File: config.mk
export PLATFORM = sky130hd
export DESIGN_NAME = pcs_am_lock_rx
export DESIGN_NICKNAME = d
export VERILOG_FILES = /design/src/rtl/pcs_am_pkg.sv /design/src/rtl/pcs_am_lane_match.sv /design/src/rtl/pcs_am_lock_rx.sv
export SDC_FILE = /design/constraint.sdc
export NUM_CORES = 1
export LEC_CHECK = 0
export CAP_MARGIN = 20
export CORE_MARGIN = 2
export CORE_UTILIZATION = 40
export CTS_BUF_LIST = sky130_fd_sc_hd__clkbuf_8
export DETAILED_ROUTE_END_ITERATION = 10
export GPL_ROUTABILITY_DRIVEN = 0
export PLACE_DENSITY_LB_ADDON = 0.3
export SETUP_SLACK_MARGIN = 0.4
export SYNTH_ARGS = -nofsm -noshare
export SYNTH_HDL_FRONTEND = slang
export SYNTH_HIERARCHICAL = 1
export SYNTH_SLANG_ARGS = --single-unit
File: constraint.sdc
create_clock -name clk -period 2.9 [get_ports clk]
set_input_delay 0.58 -clock clk [delete_from_list [all_inputs] [get_ports clk]]
set_output_delay 0.58 -clock clk [all_outputs]
set_load 0.1 [all_outputs]
File: src/rtl/pcs_am_pkg.sv
// pcs_am_pkg: alignment marker tables, sync header constant and AM lock state enum
//   am_marker(lane, lane_n) returns {M2,M1,M0}, laid out as block[25:2] of a received block
package pcs_am_pkg;

    localparam logic [1:0] SYNC_CTRL = 2'b10;

    typedef enum logic [1:0] {FIND_1ST, COUNT_1, LOCKED} am_state_t;

    // Entries are written M0,M1,M2 from MSB to LSB so they read like the marker tables
    localparam logic [23:0] AM_40G [4] = '{
        24'h907647, 24'hF0C4E6, 24'hC5659B, 24'hA2793D
    };

    localparam logic [23:0] AM_100G [20] = '{
        24'hC16821, 24'h9D718E, 24'h594BE8, 24'h4D957B, 24'hF50709,
        24'hDD14C2, 24'h9A4A26, 24'h7B4566, 24'hA02476, 24'h68C9FB,
        24'hFD6C99, 24'hB99155, 24'h5CB9B2, 24'h1AF8BD, 24'h83C7CA,
        24'h3536CD, 24'hC4314C, 24'hADD6B7, 24'h5F662A, 24'hC0F0E5
    };

    function automatic logic [23:0] am_marker(input int lane, input int lane_n);
        logic [23:0] m;
        m = (lane_n == 20) ? AM_100G[lane[4:0]] : AM_40G[lane[1:0]];
        return {m[7:0], m[15:8], m[23:16]};
    endfunction

endpackage

File: src/rtl/pcs_am_lane_match.sv
// pcs_am_lane_match: combinational alignment marker detector for one 66-bit block
//   block : received block, [1:0] sync header, [9:2] M0 ... [65:58] M7
//   hit   : block is a marker of some PCS lane (M3/M7 BIP bytes ignored)
//   lane  : index of the matching lane, lowest wins
module pcs_am_lane_match
    import pcs_am_pkg::*;
#(
    parameter int BLOCK_W = 66,
    parameter int LANE_N  = 4,
    parameter int LANE_W  = $clog2(LANE_N)
) (
    input  logic [BLOCK_W-1:0] block,
    output logic               hit,
    output logic [LANE_W-1:0]  lane
);

    if (LANE_N != 4 && LANE_N != 20) begin : g_bad_lane_n
        $error("pcs_am_lane_match: LANE_N must be 4 or 20");
    end

    logic form_ok;
    logic unused_bip;

    // M4..M6 must be the bitwise inverse of M0..M2
    assign form_ok    = block[1:0] == SYNC_CTRL && block[57:34] == ~block[25:2];
    assign unused_bip = ^{block[BLOCK_W-1:58], block[33:26]};

    // Scan downwards so the lowest matching lane is the one left in lane
    always_comb begin
        hit  = 1'b0;
        lane = '0;
        for (int l = LANE_N - 1; l >= 0; l--) begin
            if (form_ok && block[25:2] == am_marker(l, LANE_N)) begin
                hit  = 1'b1;
                lane = l[LANE_W-1:0];
            end
        end
    end

endmodule

File: src/rtl/pcs_am_lock_rx.sv
// pcs_am_lock_rx: per-lane alignment marker lock receiver (40G/100G BASE-R AM lock)
//   clk, reset      : clock, synchronous active-high reset
//   valid_i/block_i : incoming 66-bit block and its qualifier
//   slip_v_o        : pulse, marker search restarted
//   lock_v_o        : marker lock achieved
//   lane_o          : PCS lane of the marker being tracked
//   am_v_o          : pulse, expected marker position seen while locked
module pcs_am_lock_rx
    import pcs_am_pkg::*;
#(
    parameter int BLOCK_W  = 66,
    parameter int LANE_N   = 4,
    parameter int GAP_N    = 16383,
    parameter int NV_CNT_N = 4,
    parameter int LANE_W   = $clog2(LANE_N)
) (
    input  logic               clk,
    input  logic               reset,
    input  logic               valid_i,
    input  logic [BLOCK_W-1:0] block_i,
    output logic               slip_v_o,
    output logic               lock_v_o,
    output logic [LANE_W-1:0]  lane_o,
    output logic               am_v_o
);

    localparam int CNT_W = $clog2(GAP_N + 1);
    localparam int NV_W  = $clog2(NV_CNT_N + 1);
    localparam logic [CNT_W-1:0] GAP_MAX = CNT_W'(GAP_N);
    localparam logic [NV_W-1:0]  NV_MAX  = NV_W'(NV_CNT_N);

    am_state_t         state;
    logic [CNT_W-1:0]  gap_q;
    logic [NV_W-1:0]   nv_q;
    logic              m_hit;
    logic [LANE_W-1:0] m_lane;
    logic              good;

    pcs_am_lane_match #(
        .BLOCK_W (BLOCK_W),
        .LANE_N  (LANE_N),
        .LANE_W  (LANE_W)
    ) u_match (
        .block (block_i),
        .hit   (m_hit),
        .lane  (m_lane)
    );

    // A marker only counts at the candidate if it belongs to the lane found first
    assign good = m_hit && m_lane == lane_o;

    always_ff @(posedge clk) begin
        if (reset) begin
            state    <= FIND_1ST;
            gap_q    <= '0;
            nv_q     <= '0;
            lane_o   <= '0;
            lock_v_o <= 1'b0;
            slip_v_o <= 1'b0;
            am_v_o   <= 1'b0;
        end else begin
            slip_v_o <= 1'b0;
            am_v_o   <= 1'b0;
            if (valid_i) begin
                case (state)
                    FIND_1ST: begin
                        if (m_hit) begin
                            lane_o <= m_lane;
                            gap_q  <= '0;
                            state  <= COUNT_1;
                        end
                    end
                    COUNT_1: begin
                        gap_q <= (gap_q == GAP_MAX) ? '0 : gap_q + 1'b1;
                        if (gap_q == GAP_MAX) begin
                            if (good) begin
                                state    <= LOCKED;
                                lock_v_o <= 1'b1;
                                nv_q     <= '0;
                                am_v_o   <= 1'b1;
                            end else begin
                                slip_v_o <= 1'b1;
                                state    <= FIND_1ST;
                            end
                        end
                    end
                    LOCKED: begin
                        gap_q <= (gap_q == GAP_MAX) ? '0 : gap_q + 1'b1;
                        if (gap_q == GAP_MAX) begin
                            if (good) begin
                                nv_q   <= '0;
                                am_v_o <= 1'b1;
                            end else if (nv_q + 1'b1 == NV_MAX) begin
                                nv_q     <= '0;
                                lock_v_o <= 1'b0;
                                slip_v_o <= 1'b1;
                                state    <= FIND_1ST;
                            end else begin
                                nv_q   <= nv_q + 1'b1;
                                am_v_o <= 1'b1;
                            end
                        end
                    end
                    default: state <= FIND_1ST;
                endcase
            end
        end
    end

endmodule
==> flow_metrics.py <==
metrics = {
    "power": {
        "ir_worst_vdd_mv": 0.168,
        "p_total_mw": 0.736,
        "powerDensity_nw_per_um2": 234,
        "p_leak_nw": 1.25,
    },
    "clock_network": {
        "h-tree-depth": 1,
        "cts.sinks": 24,
        "cts_tree": "done",
        "clk_path_buf_depth": 2,
        "clkLatencyLatePin_ps": 270,
        "clk_pin_slew_ps": 90,
        "numCtsBuffers": 3,
        "hold_buffers": 0,
        "cts_root_buf": "clkbuf_8",
    },
    "sta": {
        "setup_violations": 0,
        "finalHoldViolCount": 0,
        "layout_setup_ws_ps": 17.6,
        "fin_crit_ps": 2880,
        "max_freq_mhz": 347,
        "tightest_slew_ps": 774,
        "rsz0062_at_grt": "yes",
        "slew_headroom_pct": 48.0,
        "fin_crit_sh_pct": 99.4,
        "holdWs_ps": 506,
        "fin_skew_ps": 5.60,
        "finalMaxSlewViolations": 0,
    },
    "route": {
        "initialDrtViolationCount": 112,
        "drtAntennaViolNets": 0,
        "routedWlPerCell_um": 14.4,
        "wirelength_um": 5210,
        "first_pass_iters": 4,
        "drt-vias-per-instance": 5.39,
        "vias": 1944,
        "drcViolationCount": 0,
    },
    "synthesis": {
        "synth_seq_cells": 24,
        "synth_edf_count": 0,
        "yosysSeqAreaShare_pct": 26.5,
        "ys_dominant_reg_cell": "dfxtp_1",
        "netlist_instances": 208,
        "yosys_warnings": 6,
        "async_flop_share_pct": 0,
        "avgSynthCellArea_um2": 8.72,
        "syn_area_um2": 1810,
        "synth.distinct_cells": 46,
        "syn_nets": 284,
    },
    "setup_path": {
        "endpoint_kind": "register",
        "critical_path_class": "input pin to register",
        "worst_path_largest_cell_delay_ps": 530,
        "slowest_stage": "or4b_4",
        "path_max_fanout": 3,
        "critPathLaunchType": "input pin",
        "worstPathRequired_ps": 3030,
        "critPathTopFamily": "simple AND/OR/NAND/NOR gates",
        "crit_chain": "buf_2 > or4b_4 > nor4_4 > nand2_1 > a211oi_2 > xnor2_2 > and3_4 > a2111oi_4 > mux2i_1 > nor2_1",
        "arrival_ps": 3010,
        "cp_num_buf_inv": 1,
    },
    "floorplanning": {
        "die_area_um2": 5090,
        "io_pins": 74,
        "rows": 24,
        "core_area_um2": 4350,
        "start_util_pct": 41.7,
        "die_w_um": 71.3,
        "die_h_um": 71.3,
    },
    "cells_and_area": {
        "drive_above_1_share_pct": 40.5,
        "syn_to_final_growth_pct": 73.2,
        "final_cells": 361,
        "fin_area_um2": 3140,
        "mostFrequentLayoutCell": "buf_4",
        "antennaDiodeCount": 0,
        "nNetsFinal": 386,
        "mostFrequentLayoutCells": "43 x buf_4, 24 x dfxtp_1, 23 x xnor2_1, 16 x nor2_1, 15 x dlygate4sd2_1",
    },
    "placement": {
        "dpl_cell_area_um2": 2690,
        "preCtsSetupSlack_ps": -486,
        "port_buffers": 57,
        "hpwl_um": 3690,
        "post-place-cells": 338,
    },
    "global_routing": {
        "grt_max_degree": 19,
        "grt_pass1_vias": 2000,
        "overflow": 0,
        "grt_pass1_wl_um": 8410,
        "antenna_found_initial": 0,
        "grtUsageTotal_pct": 20.1,
    },
    "flow_run": {
        "maxCapViolCount": 0,
    },
    "outcome": {
        "status": "completed",
    },
    "min_path": {
        "hold_class": "register to register",
    },
}
[sequential cells by signal (all words and copies together), names as in the netlist]
name / flops
state: 2
gap_q: 14
nv_q: 3
am_v_o: 1
slip_v_o: 1
lane_o: 2
lock_v_o: 1
[repair_timing]
action,4_1_cts,5_1_grt
setup endpoints to repair,24,24
gates resized for setup,99,41
buffers inserted,11,8
pin swaps,47,26
[final timing paths]
| path | to | start | cells after the start | slack, ps |
|---|---|---|---|---|
| hold reg to reg | nv_q[1]$_SDFFE_PP0P_ | nv_q[1]$_SDFFE_PP0P_ | 2 | 510 |
| setup reg to reg | gap_q[1]$_SDFFE_PP0P_ | gap_q[0]$_SDFFE_PP0P_ | 8 | 720 |
| setup / recovery | state[0]$_SDFFE_PP0P_ | block_i[3] | 10 | 20 |
| hold / removal | nv_q[1]$_SDFFE_PP0P_ | nv_q[1]$_SDFFE_PP0P_ | 2 | 510 |
[stage by stage]
step	setup TNS (ps)	utilization, %
6_report	0	72.2
5_1_grt	-312	72.2
4_1_cts	0	68.6
3_3_place_gp	-8240	61.7
3_5_place_dp	-8710	61.7
2_1_floorplan	0	-
[worst min-delay path: cells and delay by family, from the launching register on]
family	cells	cell delay, ps
DFF	1	340
and+or+nand+nor	1	70
AOI/OAI and AO/OA	1	60
[kinds of logic after synthesis]
logic type,after synthesis,synth area share (%)
adders and majority gates,7,4.83
AOI/OAI and AO/OA,24,11.7
buffers and inverters,9,2.41
xor gates and xnor gates,37,17.9
DFF,24,26.5
and+or+nand+nor,103,34.6
muxes,4,2.21
[synthesized netlist by cell type (all sizes together) (3+ instances only)]
cell type	count	area share [%]
a211oi	3	1.8
a21oi	5	1.4
a31oi	3	1.0
and4	3	1.6
buf	3	1.2
dfxtp	24	26
ha	7	4.8
inv	4	0.83
mux2i	4	2.2
nand2	14	2.9
nand2b	10	3.4
nand3	10	2.8
nand4	7	2.4
nand4b	5	2.4
nor2	16	3.3
nor3	5	1.4
nor3b	4	1.7
nor4	14	5.5
xnor2	30	14
xor2	7	3.4
[final cells by class]
| type | instances | area [um2] |
|---|---|---|
| inverter | 4 | 15.0 |
| fill | 316 | 1210 |
| sequential | 24 | 480 |
| timing repair buffer | 102 | 881 |
| tap | 52 | 65.1 |
| clock buffer | 4 | 55.1 |
| multi-input combinational | 175 | 1650 |
[power by group]
group | switching [mW] | internal (mW) | total [mW]
registers | 0.0000000110 | 0.329 | 0.329
logic | 0.0696 | 0.106 | 0.176
clock network | 0.109 | 0.121 | 0.231
total | 0.179 | 0.557 | 0.736
[metal layers]
| layer | global-route usage [%] | vias to the layer above | part of all wire, % |
|---|---|---|---|
| li1 | - | 968 | - |
| met1 | 21.5 | 898 | 39 |
| met2 | 39.4 | 70 | 54 |
| met3 | 3.23 | 8 | 5.6 |
| met4 | 6.50 | 0 | 1.6 |
| met5 | 0 | - | 0 |
Note: power is estimated with default switching activity, not from simulation.
